<file path="config.mk">
export PLATFORM = sky130hd
export DESIGN_NAME = rom_select
export DESIGN_NICKNAME = d
export VERILOG_FILES = /design/src/rtl/rom_select.sv
export SDC_FILE = /design/constraint.sdc
export NUM_CORES = 1
export LEC_CHECK = 0
export BUFFER_PORTS_ARGS = -buffer_cell sky130_fd_sc_hd__buf_4
export CAP_MARGIN = 40
export CORE_MARGIN = 2
export CORE_UTILIZATION = 45
export DETAILED_ROUTE_END_ITERATION = 12
export PLACE_DENSITY = 0.69
export SLEW_MARGIN = 25
export SYNTH_ARGS = -nofsm -noshare
export SYNTH_HDL_FRONTEND = slang
export SYNTH_SLANG_ARGS = --single-unit
</file>
<file path="constraint.sdc">
create_clock -name clock -period 3 [get_ports clock]
set_input_delay 0.6 -clock clock [delete_from_list [all_inputs] [get_ports clock]]
set_output_delay 0.6 -clock clock [all_outputs]
set_load 0.05 [all_outputs]
</file>
<file path="src/rtl/rom_select.sv">
// ROM/game index selector: synchronises and debounces active-low buttons,
// commits a new index on release and pulses reload for one cycle.
//
// Ports:
//   clock  - system clock
//   reset  - synchronous, active-high
//   btn_n  - raw active-low buttons; the top bit is shift
//   index  - committed ROM index, stable between reloads
//   reload - one-cycle pulse; index is already valid in the same cycle
//   held   - high while a select button press is being held
//   btn_db - debounced buttons, active-high
module rom_select #(
    parameter int NUM_BTNS        = 5,
    parameter int DEBOUNCE_CYCLES = 65536,
    parameter int INDEX_W         = 4,
    parameter int NUM_ROMS        = 16,
    parameter int STEP_MODE       = 0,
    parameter int STEP_BIG        = 4
) (
    input  logic                clock,
    input  logic                reset,
    input  logic [NUM_BTNS-1:0] btn_n,
    output logic [INDEX_W-1:0]  index,
    output logic                reload,
    output logic                held,
    output logic [NUM_BTNS-1:0] btn_db
);
    localparam int CNT_W  = $clog2(DEBOUNCE_CYCLES);
    localparam int NSEL   = NUM_BTNS - 1;
    localparam int CAND_W = (NSEL > 1) ? $clog2(NSEL) : 1;
    localparam int SUM_W  = INDEX_W + 1;

    localparam logic [CNT_W-1:0] CNT_LAST = CNT_W'(DEBOUNCE_CYCLES - 1);
    localparam logic [SUM_W-1:0] ROMS_X   = SUM_W'(NUM_ROMS);

    typedef enum logic {
        IDLE,
        HELD
    } state_t;

    logic [NUM_BTNS-1:0] sync1;
    logic [NUM_BTNS-1:0] sync2;
    logic [NUM_BTNS-1:0] pressed;
    logic [CNT_W-1:0]    cnt [NUM_BTNS];

    logic [NSEL-1:0]     sel;
    logic                any_sel;
    logic [CAND_W-1:0]   low_sel;

    state_t              state;
    state_t              state_nx;
    logic                commit;
    logic [CAND_W-1:0]   cand;
    logic                shf;

    logic [31:0]         direct_new;
    logic [SUM_W-1:0]    step;
    logic [SUM_W-1:0]    step_raw;
    logic [SUM_W-1:0]    step_wrap;
    logic [INDEX_W-1:0]  new_idx;
    logic                new_ok;

    // Two-flop synchroniser, released (high) out of reset.
    always_ff @(posedge clock) begin
        if (reset) begin
            sync1 <= '1;
            sync2 <= '1;
        end else begin
            sync1 <= btn_n;
            sync2 <= sync1;
        end
    end

    assign pressed = ~sync2;

    // A bit flips only after DEBOUNCE_CYCLES consecutive differing samples.
    always_ff @(posedge clock) begin
        if (reset) begin
            btn_db <= '0;
            for (int i = 0; i < NUM_BTNS; i++) begin
                cnt[i] <= '0;
            end
        end else begin
            for (int i = 0; i < NUM_BTNS; i++) begin
                if (pressed[i] == btn_db[i]) begin
                    cnt[i] <= '0;
                end else if (cnt[i] == CNT_LAST) begin
                    btn_db[i] <= ~btn_db[i];
                    cnt[i]    <= '0;
                end else begin
                    cnt[i] <= cnt[i] + 1'b1;
                end
            end
        end
    end

    assign sel     = btn_db[NSEL-1:0];
    assign any_sel = |sel;

    // Lowest-numbered pressed select button wins.
    always_comb begin
        low_sel = '0;
        for (int i = NSEL - 1; i >= 0; i--) begin
            if (sel[i]) begin
                low_sel = CAND_W'(i);
            end
        end
    end

    always_ff @(posedge clock) begin
        if (reset) begin
            state <= IDLE;
        end else begin
            state <= state_nx;
        end
    end

    always_comb begin
        state_nx = state;
        commit   = 1'b0;
        unique case (state)
            IDLE: begin
                if (any_sel) begin
                    state_nx = HELD;
                end
            end
            HELD: begin
                if (!any_sel) begin
                    state_nx = IDLE;
                    commit   = 1'b1;
                end
            end
            default: state_nx = IDLE;
        endcase
    end

    // Candidate and shift are frozen at the first press.
    always_ff @(posedge clock) begin
        if (reset) begin
            cand <= '0;
            shf  <= 1'b0;
        end else if (state == IDLE && any_sel) begin
            cand <= low_sel;
            shf  <= btn_db[NUM_BTNS-1];
        end
    end

    // Step arithmetic is done one bit wider so the wrap test sees overflow.
    always_comb begin
        direct_new = 32'(cand) + (shf ? 32'(NSEL) : 32'd0);
        step       = shf ? SUM_W'(STEP_BIG) : SUM_W'(1);
        if (cand == CAND_W'(0)) begin
            step_raw = {1'b0, index} + step;
        end else begin
            step_raw = {1'b0, index} + ROMS_X - step;
        end
        if (step_raw >= ROMS_X) begin
            step_wrap = step_raw - ROMS_X;
        end else begin
            step_wrap = step_raw;
        end
        if (STEP_MODE != 0) begin
            new_idx = INDEX_W'(step_wrap);
            new_ok  = (cand == CAND_W'(0)) || (cand == CAND_W'(1));
        end else begin
            new_idx = INDEX_W'(direct_new);
            new_ok  = direct_new < 32'(NUM_ROMS);
        end
    end

    always_ff @(posedge clock) begin
        if (reset) begin
            index  <= '0;
            reload <= 1'b0;
        end else begin
            reload <= commit && new_ok;
            if (commit && new_ok) begin
                index <= new_idx;
            end
        end
    end

    assign held = (state == HELD);

endmodule
</file>
==> impl_metrics.env, run 1 <==
export IMPL_status="finished, final reports clean"
export IMPL_seq_area_frac_synth=0.5630
export IMPL_syn_area_per_cell_sq_um=10.48
export IMPL_diodes=0
export IMPL_grt_overflow=0
export IMPL_yosys_top_cells_area="edfxtp_1 47%, dfxtp_1 9.1%, xnor2_1 7.4%"
export IMPL_netlist_instances=485
export IMPL_dr_pass1_iters=4
export IMPL_leakagePower_uw=0.002084
export IMPL_root_buffer="clkbuf_16"
export IMPL_clkTransAtPathRegs_ns=0.07
export IMPL_drv_slew=0
export IMPL_io_pins=18
export IMPL_setup_violations=0
export IMPL_slew_headroom=0.6251
export IMPL_power_density_nw_per_um2=494.5
export IMPL_core_area_sq_um=10940
export IMPL_worst_slew_pin_slew_ns=0.5577
export IMPL_viasPerCell=4.900
export IMPL_yosys_warnings=0
export IMPL_reg2reg_depth=5
export IMPL_synth_ff_type="edfxtp_1"
export IMPL_synth_edf_count=80
export IMPL_final_cell_mix="95 x nor2_1, 81 x conb_1, 80 x edfxtp_1"
export IMPL_die_area_sq_um=12170
export IMPL_cp_data_required_time_ns=3.07
export IMPL_crit_type="register to register"
export IMPL_die_x_microns=110.3
export IMPL_arrival_ns=2.19
export IMPL_clkSinkCount=103
export IMPL_cts_setup_buffers=0
export IMPL_numCtsBuffers=9
export IMPL_synth_top_area_frac=0.4724
export IMPL_layout_cells_non_filler=723
export IMPL_hold_class="register to register"
export IMPL_dieHeight_microns=110.3
export IMPL_synthAdderAreaFrac=0.01230
export IMPL_hold_viol_final=0
export IMPL_cts_tree="built"
export IMPL_placed_cell_area_sq_um=5607
export IMPL_row_count=38
export IMPL_synth_compound_area_frac=0.03765
export IMPL_hp_start="sync1[2]$_SDFF_PP1_"
export IMPL_drc_errors=0
export IMPL_rsz0062_at_grt="false"
export IMPL_wl_met3_microns=223
export IMPL_cp_max_fo=16
export IMPL_fmax_mhz=471.3
export IMPL_finalNetCount=590
export IMPL_r2r_start="cnt[3][0]$_SDFFCE_PN0P_"
export IMPL_worst_path_max_delay_cell="a211o_1"
export IMPL_syn_to_final_growth_pct=16.31
export IMPL_worstPathCellList="ha_1 -> nand3_1 -> nor4_2 -> a211o_1 -> nor2_1"
export IMPL_synth_xor_area_share=0.1188
export IMPL_r2r_end="cnt[3][3]$_SDFFCE_PN0P_"
export IMPL_routed_wl_microns=8432
export IMPL_hpwl_microns=6037
export IMPL_holdPathStages=1
export IMPL_htree_levels=3
export IMPL_synth_simple_area_share=0.2419
export IMPL_place_inst=707
export IMPL_clock_latency_ns=0.34
export IMPL_synthMuxAreaShare=0
export IMPL_final_common_cell="nor2_1"
export IMPL_fin_skew_ns=0.006362
export IMPL_hold_buffers=0
export IMPL_design_area_sq_um=5914
export IMPL_postRouteAntennaNets=0
export IMPL_peakVddDrop_mv=0.2227
export IMPL_min_period_over_period=0.7073
export IMPL_wl_per_cell_microns=11.66
export IMPL_dr_first_iter_drc_count=237
export IMPL_grt_max_degree=30
export IMPL_cp_top_family="simple AND/OR/NAND/NOR gates"
export IMPL_portBuffers=16
export IMPL_ys_ff_latch=103
export IMPL_gp_congestion=0.7513
export IMPL_topRoutingLayerUsed="met4"
export IMPL_startpoint_type="register"
export IMPL_grt_pass1_vias=3423
export IMPL_cp_num_buf_inv=0
export IMPL_antenna_found_initial=0
export IMPL_whs_endpoint="sync2[2]$_SDFF_PP1_"
export IMPL_clockBufferDepth=2
export IMPL_slowest_delay_ns=0.49
export IMPL_met2_length_microns=4049
export IMPL_cts_resized=0
export IMPL_grt_use_total=0.1568
export IMPL_max_cap_viol_count=0
export IMPL_fin_crit_ns=2.122
export IMPL_vias=3543
export IMPL_synth_area_leader_cell="edfxtp_1"
export IMPL_tns_ns=0
export IMPL_start_util=0.4650
export IMPL_synthesis_area_sq_um=5085
export IMPL_ys_async_sr_fraction=0
export IMPL_setup_worst_path_end_class="register"
export IMPL_synth_top_family_by_area="simple AND/OR/NAND/NOR gates"
export IMPL_reg2reg_slack_ns=0.88
export IMPL_met1_length_microns=4083
export IMPL_drive_above_1_share=0.08233
export IMPL_grt_first_pass_wirelength_microns=15000
export IMPL_yosysUniqueCellTypes=41
## registers in the layout (all words and copies together) (netlist names)
register,count
cand,2
sync1,5
index,3
sync2,5
btn_db,5
shf,1
reload,1
held,1
cnt,80
## per-stage QoR
stage,worst slack (ns),util,hold WS [ns],power [uW]
after floorplan,1.154,-,0.3895,1754
after global placement,0.9448,0.5127,0.3924,1778
after detailed placement,0.8575,0.5127,0.3923,1783
after CTS,0.8494,0.5408,0.4005,2956
after global routing,0.6799,0.5408,0.4226,3055
final,0.8781,0.5408,0.4010,2925
## cell usage after synthesis (2+ instances only)
cell type and n:
nor2_1 95, xor2_1 26, nand2_1 25, nand3_1 31
and4_1 6, and3_1 6, or3_1 6, nand2b_1 2
buf_2 3, o21ai_0 6, and2_1 4, nor3_1 18
conb_1 2, nand4_1 23, ha_1 5, nor4_1 13
a21oi_1 14, nor4_2 2, buf_4 2, edfxtp_1 80
xnor2_1 43, dfxtp_1 23, inv_1 15, o22ai_1 2
or2_2 10, clkbuf_1 7, or2_1 2
## where the power goes
part,total [uW],switching [uW],internal [uW]
clock network,1170,482,688
registers,1640,52.7,1590
logic,113,66.4,46.7
total,2920,601,2320
## per-layer routing
metal / vias up / track usage
li1: 1829 / -
met1: 1668 / 0.2030
met2: 40 / 0.2528
met3: 6 / 0.03704
met4: 0 / 0.06518
met5: - / 0
## cell type report
type / instances / area [sq um]
Fill cell: 956 / 5021
Inverter: 15 / 56.30
Multi-Input combinational cell: 433 / 2392
Clock buffer: 14 / 297.8
Timing Repair Buffer: 16 / 120.1
Tap cell: 140 / 175.2
Sequential cell: 103 / 2863
Clock inverter: 2 / 10.01
## how the worst max path moves through the flow
stage                       startpoint                       end  slack [ns]  cells past startpoint
2_1_floorplan  cnt[3][0]$_SDFFCE_PN0P_   cnt[3][8]$_SDFFCE_PN0P_        1.15                      6
3_3_place_gp   cnt[3][0]$_SDFFCE_PN0P_   cnt[3][3]$_SDFFCE_PN0P_        0.94                      5
3_5_place_dp   cnt[3][0]$_SDFFCE_PN0P_   cnt[3][3]$_SDFFCE_PN0P_        0.86                      5
4_1_cts        cnt[3][0]$_SDFFCE_PN0P_  cnt[3][11]$_SDFFCE_PN0P_        0.85                      5
5_1_grt        cnt[3][0]$_SDFFCE_PN0P_   cnt[3][9]$_SDFFCE_PN0P_        0.68                      5
6_report       cnt[3][0]$_SDFFCE_PN0P_   cnt[3][3]$_SDFFCE_PN0P_        0.88                      5
## cells by family after synthesis
family / Yosys count
AND/OR/NAND/NOR: 247
other: 2
adder cells (fa/ha/maj): 5
XOR/XNOR: 69
AO/OA/AOI/OAI: 31
flip-flops: 103
buffers and inverters: 28
Note: power is estimated with default switching activity, not from simulation.
==> inputs of run 2 (changes only) <==
Settings changed: PLACE_DENSITY 0.69 to 0.71.
Clock period 3 ns to 1.95 ns, I/O delays scaled along.
==> impl_metrics.env, run 2 (synthesized netlist as in run 1, its figures left out) <==
export IMPL_status="finished, final reports clean"
export IMPL_wl_per_cell_microns=11.71
export IMPL_die_x_microns=110.3
export IMPL_seqCellArea_sq_um=2863
export IMPL_fin_util=0.5498
export IMPL_fmax_mhz=556.1
export IMPL_fin_hold_ws_ns=0.2163
export IMPL_start_util=0.4650
export IMPL_final_cell_mix="95 x nor2_1, 81 x conb_1, 80 x edfxtp_1"
export IMPL_grt_first_pass_wirelength_microns=15120
export IMPL_worst_slew_pin_slew_ns=0.6573
export IMPL_slowest_delay_ns=0.56
export IMPL_met1_length_microns=4128
export IMPL_grt_pass1_vias=3519
export IMPL_fin_skew_ns=0.008675
export IMPL_drc_errors=0
export IMPL_largest_register_ffs=80
export IMPL_power_density_nw_per_um2=741.7
export IMPL_cp_max_fo=6
export IMPL_io_pins=18
export IMPL_cp_num_buf_inv=0
export IMPL_clockBufferDepth=2
export IMPL_reg2reg_slack_ns=0.15
export IMPL_grt_max_degree=20
export IMPL_die_area_sq_um=12170
export IMPL_fillers=955
export IMPL_grt_overflow=0
export IMPL_dieHeight_microns=110.3
export IMPL_cp_top_family="simple AND/OR/NAND/NOR gates"
export IMPL_max_cap_viol_count=0
export IMPL_gp_congestion=0.7819
export IMPL_syn_to_final_growth_pct=18.23
export IMPL_startpoint_type="register"
export IMPL_diodes=0
export IMPL_p_sw_uw=1039
export IMPL_cp_data_required_time_ns=2.15
export IMPL_p_clk_frac=0.393
export IMPL_finalPower_uw=4459
export IMPL_design_area_sq_um=6012
export IMPL_slew_headroom=0.5581
export IMPL_multi_input_area_sq_um=2396
export IMPL_peakVddDrop_mv=0.6551
export IMPL_clkSinkCount=103
export IMPL_dr_pass1_iters=4
export IMPL_setup_worst_path_end_class="register"
export IMPL_hold_buffers=0
export IMPL_topRoutingLayerUsed="met4"
export IMPL_postRouteAntennaNets=0
export IMPL_root_buffer="clkbuf_16"
export IMPL_internal_power_uw=3420
export IMPL_hold_class="primary input to register"
export IMPL_placed_cell_area_sq_um=5717
export IMPL_drive_above_1_share=0.1074
export IMPL_clkTransAtPathRegs_ns=0.08
export IMPL_regMostFlops="cnt"
export IMPL_clock_latency_ns=0.35
export IMPL_antenna_found_initial=0
export IMPL_routed_wl_microns=8622
export IMPL_core_area_sq_um=10940
export IMPL_fin_crit_ns=1.798
export IMPL_seqPwrFrac=0.566
export IMPL_wl_met3_microns=274
export IMPL_htree_levels=3
export IMPL_rsz0062_at_grt="false"
export IMPL_drv_slew=0
export IMPL_vias=3576
export IMPL_hold_viol_final=0
export IMPL_arrival_ns=2.00
export IMPL_row_count=38
export IMPL_numCtsBuffers=9
export IMPL_combPwrFrac=0.042
export IMPL_portBuffers=16
export IMPL_worst_path_max_delay_cell="or4b_4"
export IMPL_finalNetCount=603
export IMPL_min_period_over_period=0.9222
export IMPL_leakagePower_uw=0.002139
export IMPL_viasPerCell=4.859
export IMPL_cts_tree="built"
export IMPL_hpwl_microns=6212
export IMPL_tns_ns=0
export IMPL_worstPathCellList="nand4_1 -> or4b_4 -> or3_1 -> a21oi_1"
export IMPL_crit_type="register to register"
export IMPL_grt_use_total=0.1585
export IMPL_final_common_cell="nor2_1"
export IMPL_setup_violations=0
export IMPL_met2_length_microns=4055
export IMPL_power_share_switching=0.2330
export IMPL_dr_first_iter_drc_count=229
-- run 2: area by class of cell --
cell class                      count  area share
Clock buffer                        9     0.03746
Multi-Input combinational cell    433      0.3985
Tap cell                          140     0.02914
Inverter                           15    0.009365
Timing Repair Buffer               29     0.03829
Clock inverter                      7     0.01103
Sequential cell                   103      0.4762
-- run 2: per-stage QoR --
step / setup slack, ns / std cells
global placement: 0.2116 / 720
global route: 0.04633 / 736
finish: 0.1517 / 736
CTS: 0.1279 / 736
detailed placement: 0.1388 / 720
floorplan: 0.1040 / 564
-- run 2: layer usage --
layer / global-route usage / vias to the layer above
met5: 0 / -
met4: 0.06161 / 0
met3: 0.03998 / 13
met2: 0.2691 / 43
met1: 0.1938 / 1662
li1: - / 1858
-- run 2: timing repair --
action / in CTS / in global routing
endpoints found under the setup margin: 0 / 12
gates resized for setup: 0 / 2
buffers inserted: 0 / 0
-- run 2: power by group through the flow --
| stage | clock (uW) | combinational (uW) | sequential [uW] |
|---|---|---|---|
| final | 1750 | 186 | 2520 |
| after global routing | 1880 | 217 | 2540 |
| after CTS | 1800 | 182 | 2520 |
| after detailed placement | 0 | 180 | 2570 |
| after global placement | 0 | 178 | 2570 |
| after floorplan | 0 | 147 | 2550 |
-- run 2: final timing paths --
kind / from / end / depth (start not counted)
setup / recovery: cnt[1][5]$_SDFFCE_PN0P_ / cnt[1][15]$_SDFFCE_PN0P_ / 4
hold reg to reg: sync1[2]$_SDFF_PP1_ / sync2[2]$_SDFF_PP1_ / 1
hold / removal: btn_n[0] / sync1[0]$_SDFF_PP1_ / 2
setup reg to reg: cnt[1][5]$_SDFFCE_PN0P_ / cnt[1][15]$_SDFFCE_PN0P_ / 4
